File: src/rtl/ahb_decode_mux_pkg.sv
// Shared AHB-Lite transfer/response codes and stall-watchdog state encoding
// for the single-master address decoder and response multiplexer.
package ahb_decode_mux_pkg;

    localparam logic [1:0] HTRANS_IDLE   = 2'b00;
    localparam logic [1:0] HTRANS_BUSY   = 2'b01;
    localparam logic [1:0] HTRANS_NONSEQ = 2'b10;
    localparam logic [1:0] HTRANS_SEQ    = 2'b11;

    localparam logic HRESP_OKAY  = 1'b0;
    localparam logic HRESP_ERROR = 1'b1;

    localparam logic [7:0] TMO_CNT_MAX = 8'hFF;

    typedef enum logic [1:0] {
        S_NORM = 2'b00,
        S_ERR1 = 2'b01,
        S_ERR2 = 2'b10
    } wd_state_e;

    // A data phase is only owed a response for NONSEQ/SEQ transfers.
    function automatic logic is_active(input logic [1:0] htrans);
        logic act;
        case (htrans)
            HTRANS_IDLE, HTRANS_BUSY: act = 1'b0;
            HTRANS_NONSEQ, HTRANS_SEQ: act = 1'b1;
            default: act = 1'b0;
        endcase
        return act;
    endfunction

endpackage

File: src/rtl/ahb_stall_watchdog.sv
// Data-phase stall watchdog: terminates an over-long slave stall with a
// two-cycle ERROR and keeps a sticky flag plus saturating termination count.
module ahb_stall_watchdog
    import ahb_decode_mux_pkg::*;
#(
    parameter int TIMEOUT = 16
) (
    input  logic       HCLK,
    input  logic       HRESETn,
    input  logic       i_dact,
    input  logic       i_dsel_def,
    input  logic       i_hreadyout,
    input  logic       i_tmo_clr,
    output logic       o_force_err,
    output logic       o_force_ready,
    output logic       o_tmo_flag,
    output logic [7:0] o_tmo_cnt
);

    localparam logic [7:0] WCNT_LAST = 8'(TIMEOUT - 1);

    wd_state_e  r_state;
    wd_state_e  w_state_nxt;
    logic [7:0] r_wcnt;
    logic       r_tmo_flag;
    logic [7:0] r_tmo_cnt;
    logic       w_stall;
    logic       w_fire;

    // The default slave is trusted to terminate on its own, so it is never watched.
    assign w_stall = (r_state == S_NORM) && i_dact && !i_dsel_def && !i_hreadyout;
    assign w_fire  = w_stall && (r_wcnt == WCNT_LAST);

    always_comb begin
        // NOTE: every output gets a default before the case, so no path can infer a latch.
        w_state_nxt   = r_state;
        o_force_err   = 1'b0;
        o_force_ready = 1'b1;
        case (r_state)
            S_NORM: if (w_fire) w_state_nxt = S_ERR1;
            S_ERR1: begin
                w_state_nxt   = S_ERR2;
                o_force_err   = 1'b1;
                o_force_ready = 1'b0;
            end
            S_ERR2: begin
                w_state_nxt   = S_NORM;
                o_force_err   = 1'b1;
                o_force_ready = 1'b1;
            end
            default: w_state_nxt = S_NORM;
        endcase
    end

    // NOTE: registered state is updated with non-blocking assignments only.
    always_ff @(posedge HCLK or negedge HRESETn) begin
        if (!HRESETn) begin
            r_state    <= S_NORM;
            r_wcnt     <= 8'd0;
            r_tmo_flag <= 1'b0;
            r_tmo_cnt  <= 8'd0;
        end else begin
            r_state <= w_state_nxt;
            r_wcnt  <= (w_stall && !w_fire) ? r_wcnt + 8'd1 : 8'd0;
            if (i_tmo_clr) begin
                r_tmo_flag <= 1'b0;
                r_tmo_cnt  <= 8'd0;
            end else if (w_fire) begin
                r_tmo_flag <= 1'b1;
                if (r_tmo_cnt != TMO_CNT_MAX) r_tmo_cnt <= r_tmo_cnt + 8'd1;
            end
        end
    end

    assign o_tmo_flag = r_tmo_flag;
    assign o_tmo_cnt  = r_tmo_cnt;

endmodule

File: src/rtl/ahb_decode_mux.sv
// AHB-Lite address decoder and slave-to-master response multiplexer for a
// single-master bus, with a stall watchdog that can override the response.
module ahb_decode_mux
    import ahb_decode_mux_pkg::*;
#(
    parameter int               NS      = 4,
    parameter logic [NS*32-1:0] BASE    = '0,
    parameter logic [NS*32-1:0] MASK    = '0,
    parameter int               TIMEOUT = 16
) (
    input  logic             HCLK,
    input  logic             HRESETn,
    input  logic [31:0]      HADDR,
    input  logic [1:0]       HTRANS,
    output logic [NS-1:0]    HSEL_S,
    output logic             HSEL_DEF,
    input  logic [NS*32-1:0] HRDATA_S,
    input  logic [NS-1:0]    HREADYOUT_S,
    input  logic [NS-1:0]    HRESP_S,
    input  logic [31:0]      HRDATA_DEF,
    input  logic             HREADYOUT_DEF,
    input  logic             HRESP_DEF,
    output logic             HREADY,
    output logic             HRESP,
    output logic [31:0]      HRDATA,
    input  logic             TMO_CLR,
    output logic             TMO_FLAG,
    output logic [7:0]       TMO_CNT
);

    logic [NS-1:0] w_hsel_s;
    logic          w_hsel_def;
    logic          w_found;
    logic [NS:0]   r_dsel;
    logic          r_dact;
    logic [31:0]   w_sel_rdata;
    logic          w_sel_ready;
    logic          w_sel_resp;
    logic          w_force_err;
    logic          w_force_ready;

    // Lowest-numbered matching region wins; no match falls through to the default slave.
    always_comb begin
        w_hsel_s = '0;
        w_found  = 1'b0;
        for (int i = 0; i < NS; i++) begin
            if (!w_found && ((HADDR & MASK[32*i +: 32]) == BASE[32*i +: 32])) begin
                w_hsel_s[i] = 1'b1;
                w_found     = 1'b1;
            end
        end
        w_hsel_def = !w_found;
    end

    assign HSEL_S   = w_hsel_s;
    assign HSEL_DEF = w_hsel_def;

    always_ff @(posedge HCLK or negedge HRESETn) begin
        if (!HRESETn) begin
            r_dsel <= (NS+1)'(1) << NS;
            r_dact <= 1'b0;
        end else if (HREADY) begin
            r_dsel <= {w_hsel_def, w_hsel_s};
            r_dact <= is_active(HTRANS);
        end
    end

    // Data-phase select is one-hot, so an AND-OR mux suffices.
    always_comb begin
        w_sel_rdata = r_dsel[NS] ? HRDATA_DEF : 32'd0;
        w_sel_ready = r_dsel[NS] & HREADYOUT_DEF;
        w_sel_resp  = r_dsel[NS] & HRESP_DEF;
        for (int i = 0; i < NS; i++) begin
            w_sel_rdata = w_sel_rdata | (HRDATA_S[32*i +: 32] & {32{r_dsel[i]}});
            w_sel_ready = w_sel_ready | (HREADYOUT_S[i] & r_dsel[i]);
            w_sel_resp  = w_sel_resp  | (HRESP_S[i] & r_dsel[i]);
        end
    end

    ahb_stall_watchdog #(
        .TIMEOUT (TIMEOUT)
    ) u_watchdog (
        .HCLK          (HCLK),
        .HRESETn       (HRESETn),
        .i_dact        (r_dact),
        .i_dsel_def    (r_dsel[NS]),
        .i_hreadyout   (w_sel_ready),
        .i_tmo_clr     (TMO_CLR),
        .o_force_err   (w_force_err),
        .o_force_ready (w_force_ready),
        .o_tmo_flag    (TMO_FLAG),
        .o_tmo_cnt     (TMO_CNT)
    );

    // Once the watchdog takes over, the stalled slave is ignored entirely.
    always_comb begin
        HREADY = 1'b1;
        HRESP  = HRESP_OKAY;
        HRDATA = 32'd0;
        if (w_force_err) begin
            HREADY = w_force_ready;
            HRESP  = HRESP_ERROR;
        end else if (r_dact) begin
            HREADY = w_sel_ready;
            HRESP  = w_sel_resp;
            HRDATA = w_sel_rdata;
        end
    end

endmodule
File: config.mk
export PLATFORM = sky130hd
export DESIGN_NAME = ahb_decode_mux
export DESIGN_NICKNAME = d
export VERILOG_FILES = /design/src/rtl/ahb_decode_mux_pkg.sv /design/src/rtl/ahb_stall_watchdog.sv /design/src/rtl/ahb_decode_mux.sv
export SDC_FILE = /design/constraint.sdc
export NUM_CORES = 1
export LEC_CHECK = 0
export CAP_MARGIN = 20
export CORE_AREA = 2 2 99 101
export DETAILED_ROUTE_END_ITERATION = 7
export DIE_AREA = 0 0 101 103
export PLACE_DENSITY_LB_ADDON = 0.3
export SLEW_MARGIN = 5
export SYNTH_ARGS = -nofsm -noshare
export SYNTH_HDL_FRONTEND = slang
export SYNTH_SLANG_ARGS = --single-unit
File: constraint.sdc
create_clock -name HCLK -period 2.36 [get_ports HCLK]
set_clock_uncertainty 0.15 [all_clocks]
set_input_delay 0.354 -clock HCLK [delete_from_list [all_inputs] [get_ports HCLK]]
set_output_delay 0.354 -clock HCLK [all_outputs]
set_load 0.01 [all_outputs]
### Word-level counts from Yosys, hierarchy flattened

Index checks and enable logic that the tools add are counted.

| storage, ports and cells | value |
|---|---|
| register bits | 22 |
| output and inout port bits | 48 |
| word-level logic and storage cells | 58 |

| cells by class | value |
|---|---|
| $add $sub $neg | 2 |
| equal/unequal tests | 8 |
| multiplexer cells | 18 |
| bitwise operators | 8 |
| reductions and logical operators | 16 |

Operator list:

| cell | count |
|---|---|
| 2-to-1 mux 32 bit | 3 |
| bitwise AND 32 bit | 1 |
| 2-to-1 mux 8 bit | 4 |
| OR 32 bit | 1 |
| adder 8 x 1 -> 8 bit, second input constant | 2 |
| equality test 8 x 4 -> 1 bit, second input constant | 1 |
| 2-to-1 mux 1 bit | 8 |
| inequality test 8 bit, second input constant | 1 |
| equality test 2 bit, second input constant | 3 |
| OR reduction 2 bit | 3 |
| logical AND 1 bit | 5 |
| bitwise AND 1 bit | 4 |
| equality test 2 x 1 -> 1 bit, second input constant | 2 |
| zero test 2 bit | 2 |
| case mux 2 bit (2 select lines) | 1 |
| nonzero test 2 bit | 2 |
| zero test 1 bit | 3 |
| 2-to-1 mux 2 bit | 1 |
| inequality test 2 x 1 -> 1 bit, second input constant | 1 |
| OR 1 bit | 2 |
| case mux 1 bit (2 select lines) | 1 |
| AND reduction 2 bit | 1 |

### Logic depth before layout (Yosys ltp)

Gate-level depths: netlist of run 1.

| depth | value |
|---|---|
| depth after elaboration | 8 |
| mapped depth | 7 |
| depth with buffers taken out | 6 |

### By module

Synthesis of run 1 repeated with hierarchy kept, for this count alone.

| unflattened totals | value |
|---|---|
| cell total of the unflattened synthesis | 199 |
| area, all modules | 1646.6 µm² |

By module, submodules not included:

| module | instances | cells each | area an instance (µm²) | sequential area each (µm²) |
|---|---|---|---|---|
| ahb_stall_watchdog | 1 | 100 | 1004.7 | 475.5 |
| ahb_decode_mux | 1 | 99 | 641.9 | 76.3 |

### Worst setup path before layout of run 1

OpenSTA, ideal clock, no wires.

| timing path | value |
|---|---|
| kind | reg-to-reg |
| start | register u_watchdog.r_state[0] |
| end | register u_watchdog.r_tmo_cnt[5], in the netlist u_watchdog.o_tmo_cnt[5] |
| library setup time | 0.128 ns |
| arrival time | 1.634 ns |
| path slack | 0.449 ns |
| stages on the path, launching flop included | 7 |
| path buffers | 0 |
| path through | dfrtp_1 inv_1 ha_1 nor2b_1 nand4_2 nor4b_1 mux2_1 |

| on the way | value |
|---|---|
| cells in the longest elaborated chain, start to end | 7 |

Ends and longest elaborated chain:

| element | line | source |
|---|---|---|
| start, declared | ahb_stall_watchdog.sv:22 | `wd_state_e r_state;` |
| start signal, assigned | ahb_stall_watchdog.sv:63 | `r_state <= w_state_nxt;` |
| zero test 2 bit | ahb_stall_watchdog.sv:31 | `assign w_stall = (r_state == S_NORM) && i_dact && !i_dsel_def && !i_hreadyout;` |
| logical AND 1 bit (3 in series) | ahb_stall_watchdog.sv:31 |  |
| logical AND 1 bit | ahb_stall_watchdog.sv:32 | `assign w_fire = w_stall && (r_wcnt == WCNT_LAST);` |
| nonzero test 2 bit (no line) | -- |  |
| AND reduction 2 bit (no line) | -- |  |
| end signal, assigned | ahb_stall_watchdog.sv:70 | `if (r_tmo_cnt != TMO_CNT_MAX) r_tmo_cnt <= r_tmo_cnt + 8'd1;` |
| end, declared | ahb_stall_watchdog.sv:26 | `logic [7:0] r_tmo_cnt;` |

Every way passes these cells.
A chain may end at the register's enable or synchronous reset.

### Final worst setup path of run 1

| timing path | value |
|---|---|
| start | register u_watchdog.r_state[0] |
| end | output HRDATA[0] |

| on the way | value |
|---|---|
| cells in the longest elaborated chain, start to end | 4 |
| elaborated cells on any way between the ends | 5 |

Ends and longest elaborated chain:

| element | line | source |
|---|---|---|
| equality test 2 bit or equality test 2 x 1 -> 1 bit (tied branches) | ahb_stall_watchdog.sv:39 | `case (r_state)` |
| OR reduction 2 bit (no line) * | -- |  |
| 2-to-1 mux 1 bit * | ahb_stall_watchdog.sv:39 |  |
| 2-to-1 mux 32 bit * | ahb_decode_mux.sv:100 | `if (w_force_err) begin` |
| end, declared | ahb_decode_mux.sv:25 | `output logic [31:0] HRDATA,` |

Mark *: on every way between the ends. The rest lies on a longest branch, timed or not.

==> results of run 1 <==
[kinds of logic (layout without fill, tap and decap cells)]
group | after synthesis | count (layout) | synth area share
simple gates | 71 | 71 | 0.219
xor+xnor | 6 | 6 | 0.0331
fa+ha+maj | 6 | 6 | 0.0473
flops | 22 | 22 | 0.348
other cells | 2 | 5 | 0.00473
buf+inv | 25 | 139 | 0.0710
compound gates | 57 | 57 | 0.256
mux | 3 | 3 | 0.0213
[routing by layer]
metal | global-route usage | up-vias | wire [microns]
met1 | 0.122 | 848 | 2360
met5 | 0 | - | 0
li1 | - | 914 | -
met3 | 0.0210 | 2 | 484
met2 | 0.155 | 73 | 2490
met4 | 0.0156 | 0 | 22
[cells in the mapped netlist, drive strengths merged]
library cell and number:
nand2 4, ha 6, nand3 6, a21o 3, inv 7, xnor2 3
xor2 3, a22oi 32, or2 1, nor2 43, nor2b 3, a21boi 2
conb 2, o41ai 2, o31ai 2, mux2 3, or4 2, or3 2
o21ai 5, nor4 1, buf 8, a22o 1, nand4 3, nand2b 1
dfrtp 21, a21oi 8, dfstp 1, and3 3, nor4b 1, or3b 1
o311ai 2, clkbuf 10
[final timing paths]
kind                       slack, ns                                   to  cells past startpoint
hold / removal                  0.27    u_watchdog.r_state[1]$_DFFE_PN0P_                      1
hold reg to reg                 0.30       u_watchdog.r_wcnt[0]$_DFF_PN0_                      1
max in group asynchronous       1.23  u_watchdog.o_tmo_cnt[3]$_DFFE_PN0P_                      2
setup reg to reg                0.33  u_watchdog.o_tmo_cnt[5]$_DFFE_PN0P_                      6
setup / recovery                0.11                            HRDATA[0]                      6
min in group HCLK               0.30       u_watchdog.r_wcnt[0]$_DFF_PN0_                      1
[cell usage in the layout (no fill, tap or decap), types with 4 or more instances in the layout]
cell type        count
ha_1                 6
dfrtp_1             21
nor2_1              43
dlygate4sd2_1       31
nand2_1              4
buf_4               11
a22oi_1             32
a21oi_1              8
conb_1               5
o21ai_0              5
clkdlybuf4s50_1     80
nand3_1              6
inv_1                7
[power breakdown]
part           switching [mW]  internal [mW]
sequential            0.00320          0.381
clock                   0.120          0.226
combinational           0.104          0.173
total                   0.228          0.780
[per-stage QoR]
step	setup WS (ns)	power [mW]	instances	instance area, sq um	util
2_1_floorplan	0.449	0.483	195	1600	-
3_3_place_gp	0.0750	0.699	419	2940	0.311
3_5_place_dp	0.0704	0.701	419	2940	0.311
4_1_cts	0.00901	1.02	423	2970	0.314
5_1_grt	0.00197	1.06	423	2980	0.315
6_report	0.106	1.01	423	2980	0.315
[critical path, cell delays in order, from the launching register on]
cell and delay (ns):
dfrtp_1 0.35, inv_1 0.06, ha_1 0.31, nand2b_1 0.19
buf_12 0.18, nor2_1 0.15, clkdlybuf4s15_1 0.25
[final cells by class]
class	instances	area share
Clock buffer	3	0.0139
Clock inverter	1	0.0101
Inverter	7	0.00883
Tap cell	114	0.0479
Timing Repair Buffer	128	0.419
Sequential cell	22	0.187
Multi-Input combinational cell	148	0.314
[flip-flops by register name, summed over array words and instances (netlist names)]
register,flops
u_watchdog.r_state,2
r_dsel,2
u_watchdog.o_tmo_cnt,8
u_watchdog.o_tmo_flag,1
r_dact,1
u_watchdog.r_wcnt,8
[timing repair]
action,in CTS,in global routing
endpoints found under the setup margin,33,4
gates resized for setup,33,5
gates cloned,0,0
==> impl_metrics.toml, run 1 <==
[yosys]
synth_warnings = 0
synthCells = 192
yosysTopAreaCell = "dfrtp_1"
ys_seq_area_frac = 0.348
synth_cell_type_count = 36
synth_seq_cells = 22
netlist_area_sq_um = 1590
synth_top_area_share = 0.331
syn_area_per_cell_sq_um = 8.26
ys_top_cells_by_area = "dfrtp_1, a22oi_1, nor2_1, ha_1, a21oi_1"

[power_and_ir_drop]
ir_drop_uv = 241
p_per_area_nw_per_um2 = 339
p_leak_nw = 1.37

[grt]
grt_pass1_wl_mm = 7.94
grt_pass1_vias = 1650
grt_max_degree = 33
groute.usage.overall = 0.0917
overflow = 0
antenna_found_initial = 0

[sta]
fmax_mhz = 444
period_needed_ns = 2.25
drv_slew = 0
rsz0062_at_grt = "false"
fin_tns_setup_ns = 0
setup_viol = 0
post-route-period-util = 0.955
hold_viol_final = 0
hold_ws_ns = 0.273

[clocking]
cts_sinks = 22
cts_buffer_depth = 2
cts_tree = "built"
cts_setup_buffers = 0
cts_max_level = 1
root_buffer = "clkbuf_8"
cts_made_buffers = 3
clk_latency_ns = 0.26
path_clk_slew_ns = 0.08
hold_buffers = 0

[floorplan]
die_w_microns = 101
die_h_microns = 103
core_sq_um = 9460
rows = 36
floorplan.initialDensity = 0.168
pin_count = 255
die-area_sq_um = 10400

[critical_path]
critPathLaunch = "u_watchdog.r_state[0]$_DFFE_PN0P_"
start_kind = "flop"
timing.rr.start = "u_watchdog.r_state[0]$_DFFE_PN0P_"
end_kind = "primary output"
critPathArrivalTime_ns = 1.75
worst-path-max-fanout = 32
worstSetupPathType = "flop to primary output"
worstPathRequired_ns = 1.86

[drt]
avgViaCountPerCell = 4.34
wl_per_cell_microns = 12.7
ant_nets = 0
routed_wl_mm = 5.36
drc = 0
initialDrtViolationCount = 42
num_vias = 1837
firstDrtPassIters = 4

[placement]
hpwl_mm = 4.21
port_buffers = 114
place.gp.congestion = 0.758

[worst_hold_path]
hold_class = "primary input to async pin"

[cells_and_area]
layout.nets = 523
fillers = 1033
area_growth_syn_to_layout_pct = 87.6
drive_above_1_share = 0.0809
multi_input_area_sq_um = 933
register_area_sq_um = 556
diodes = 0

[outcome]
status = "complete, no violations"

[run]
maxCapViolations = 0
Power figures use the tool's default switching activity.
==> run 2: changes to the inputs <==
CORE_AREA = 2 2 98 100   (was 2 2 99 101)
DIE_AREA = 0 0 100 102   (was 0 0 101 103)
TNS_END_PERCENT = 30   (was unset)
clock period = 2.8 ns   (was 2.36 ns; I/O delays follow)
==> run 2 against run 1 <==
Compared with the run above:
- cell area about the same
- hold slack improved by 0.034 ns
- critical path type unchanged
- worst setup slack improved by 0.027 ns
- largest cell class unchanged
==> impl_metrics.toml, run 2 (synthesized netlist as in run 1, its figures left out) <==
[placement]
post-place-ws_ns = 0.247
dp_cells = 411
placed_cell_area_sq_um = 2860
hpwl_mm = 4.28
place.gp.congestion = 0.729
port_buffers = 114

[clocking]
cts_made_buffers = 3
path_clk_slew_ns = 0.08
clk_latency_ns = 0.26
cts_buffer_depth = 2
cts_tree = "built"
cts_max_level = 1
root_buffer = "clkbuf_8"
cts_sinks = 22

[floorplan]
core_sq_um = 9110
die_w_microns = 100
die-area_sq_um = 10200
die_h_microns = 102
floorplan.initialDensity = 0.174
pin_count = 255
rows = 35

[cells_and_area]
layout.nets = 519
area_growth_syn_to_layout_pct = 87.8
diodes = 0
fin_area_sq_um = 2980
drive_above_1_share = 0.0721
layout.cells.most_common = "clkdlybuf4s50_1"
layout_common_cells = "clkdlybuf4s50_1, nor2_1, a22oi_1"
final_cell_count_no_fill = 416
final_core_util = 0.327

[power_and_ir_drop]
p_per_area_nw_per_um2 = 295
seq_power_share = 0.369
clkPwrFrac = 0.340
p_comb_frac = 0.291
ir_drop_uv = 247
p_int_mw = 0.677
p_leak_nw = 1.42
power_switching_mw = 0.201
switching_share = 0.229

[outcome]
status = "complete, no violations"

[sta]
post-route-period-util = 0.952
hold_viol_final = 0
rsz0062_at_grt = "true"
fin_tns_setup_ns = 0
worst_slack_ns = 0.133
period_needed_ns = 2.67
fmax_mhz = 375
drv_slew = 0
setup_viol = 0

[critical_path]
start_kind = "flop"
end_kind = "primary output"
worstSetupPathType = "flop to primary output"
critPathArrivalTime_ns = 2.10
worstPathRequired_ns = 2.23
worst-path-max-fanout = 27

[worst_hold_path]
hold_class = "flop to flop"

[grt]
groute.usage.overall = 0.103
grt_max_degree = 28
grt_pass1_vias = 1662
overflow = 0
antenna_found_initial = 0
grt_pass1_wl_mm = 8.55

[drt]
initialDrtViolationCount = 79
wl_per_cell_microns = 13.5
firstDrtPassIters = 6
ant_nets = 0
drc = 0
routed_wl_mm = 5.61
avgViaCountPerCell = 4.46
num_vias = 1856

[run]
maxCapViolations = 0
-- run 2: cell types whose count changed in the layout (fill, tap and decap cells not counted), moves of 2 or more --
cell,before,now
clkdlybuf4s15_1,2,0
clkdlybuf4s50_1,80,100
dlygate4sd2_1,31,0
buf_12,3,0
dlymetal6s2s_1,1,14
buf_4,11,9
-- run 2: through the flow --
stage	power [mW]	hold WS, ns
after detailed placement	0.590	0.300
final	0.878	0.307
after CTS	0.896	0.312
after global placement	0.588	0.296
after floorplan	0.407	-0.0256
after global routing	0.919	0.338
-- run 2: worst max-delay path: stages (launching register included) --
cell	delay [ns]
dfrtp_1	0.38
inv_1	0.11
ha_1	0.28
nand2b_1	0.19
buf_6	0.19
nor2_1	0.12
clkdlybuf4s50_1	0.55
-- run 2: layer usage --
layer / global-route usage / vias to the layer above / wire, microns
li1: - / 902 / -
met1: 0.140 / 858 / 2450
met2: 0.170 / 91 / 2610
met3: 0.0192 / 5 / 512
met4: 0.0221 / 0 / 40
met5: 0 / - / 0
-- run 2: worst paths after layout --
path | cells after the start | to | slack (ns) | start
max | 6 | HRDATA[21] | 0.13 | u_watchdog.r_state[1]$_DFFE_PN0P_
min | 1 | u_watchdog.r_wcnt[0]$_DFF_PN0_ | 0.31 | u_watchdog.r_wcnt[0]$_DFF_PN0_
max reg2reg | 6 | u_watchdog.o_tmo_cnt[5]$_DFFE_PN0P_ | 0.56 | u_watchdog.r_state[1]$_DFFE_PN0P_
min reg2reg | 1 | u_watchdog.r_wcnt[0]$_DFF_PN0_ | 0.31 | u_watchdog.r_wcnt[0]$_DFF_PN0_
max in group asynchronous | 2 | r_dsel[4]$_DFFE_PN1P_ | 1.87 | HRESETn
min in group asynchronous | 2 | u_watchdog.r_wcnt[1]$_DFF_PN0_ | 0.35 | HRESETn
-- run 2: power by group through the flow --
stage	Clock (mW)	Sequential (mW)	Combinational, mW
final	0.298	0.324	0.255
after global routing	0.318	0.325	0.276
after CTS	0.309	0.324	0.262
after detailed placement	0	0.331	0.259
after global placement	0	0.330	0.257
after floorplan	0	0.330	0.0771
-- run 2: final cells by class --
class	instances	area, sq um
inverters	7	26.3
clock buffers	3	41.3
flip-flops and latches	22	552
repair buffers	124	1250
clock inverters	1	30.0
well taps	111	139
multi-input cells	148	936
fillers	958	6130
-- run 2: what timing repair did --
action / 4_1_cts / 5_1_grt
endpoints found under the setup margin: 2 / 27
gates resized for setup: 2 / 14
hold buffers: 0 / 0
setup buffers: 0 / 1
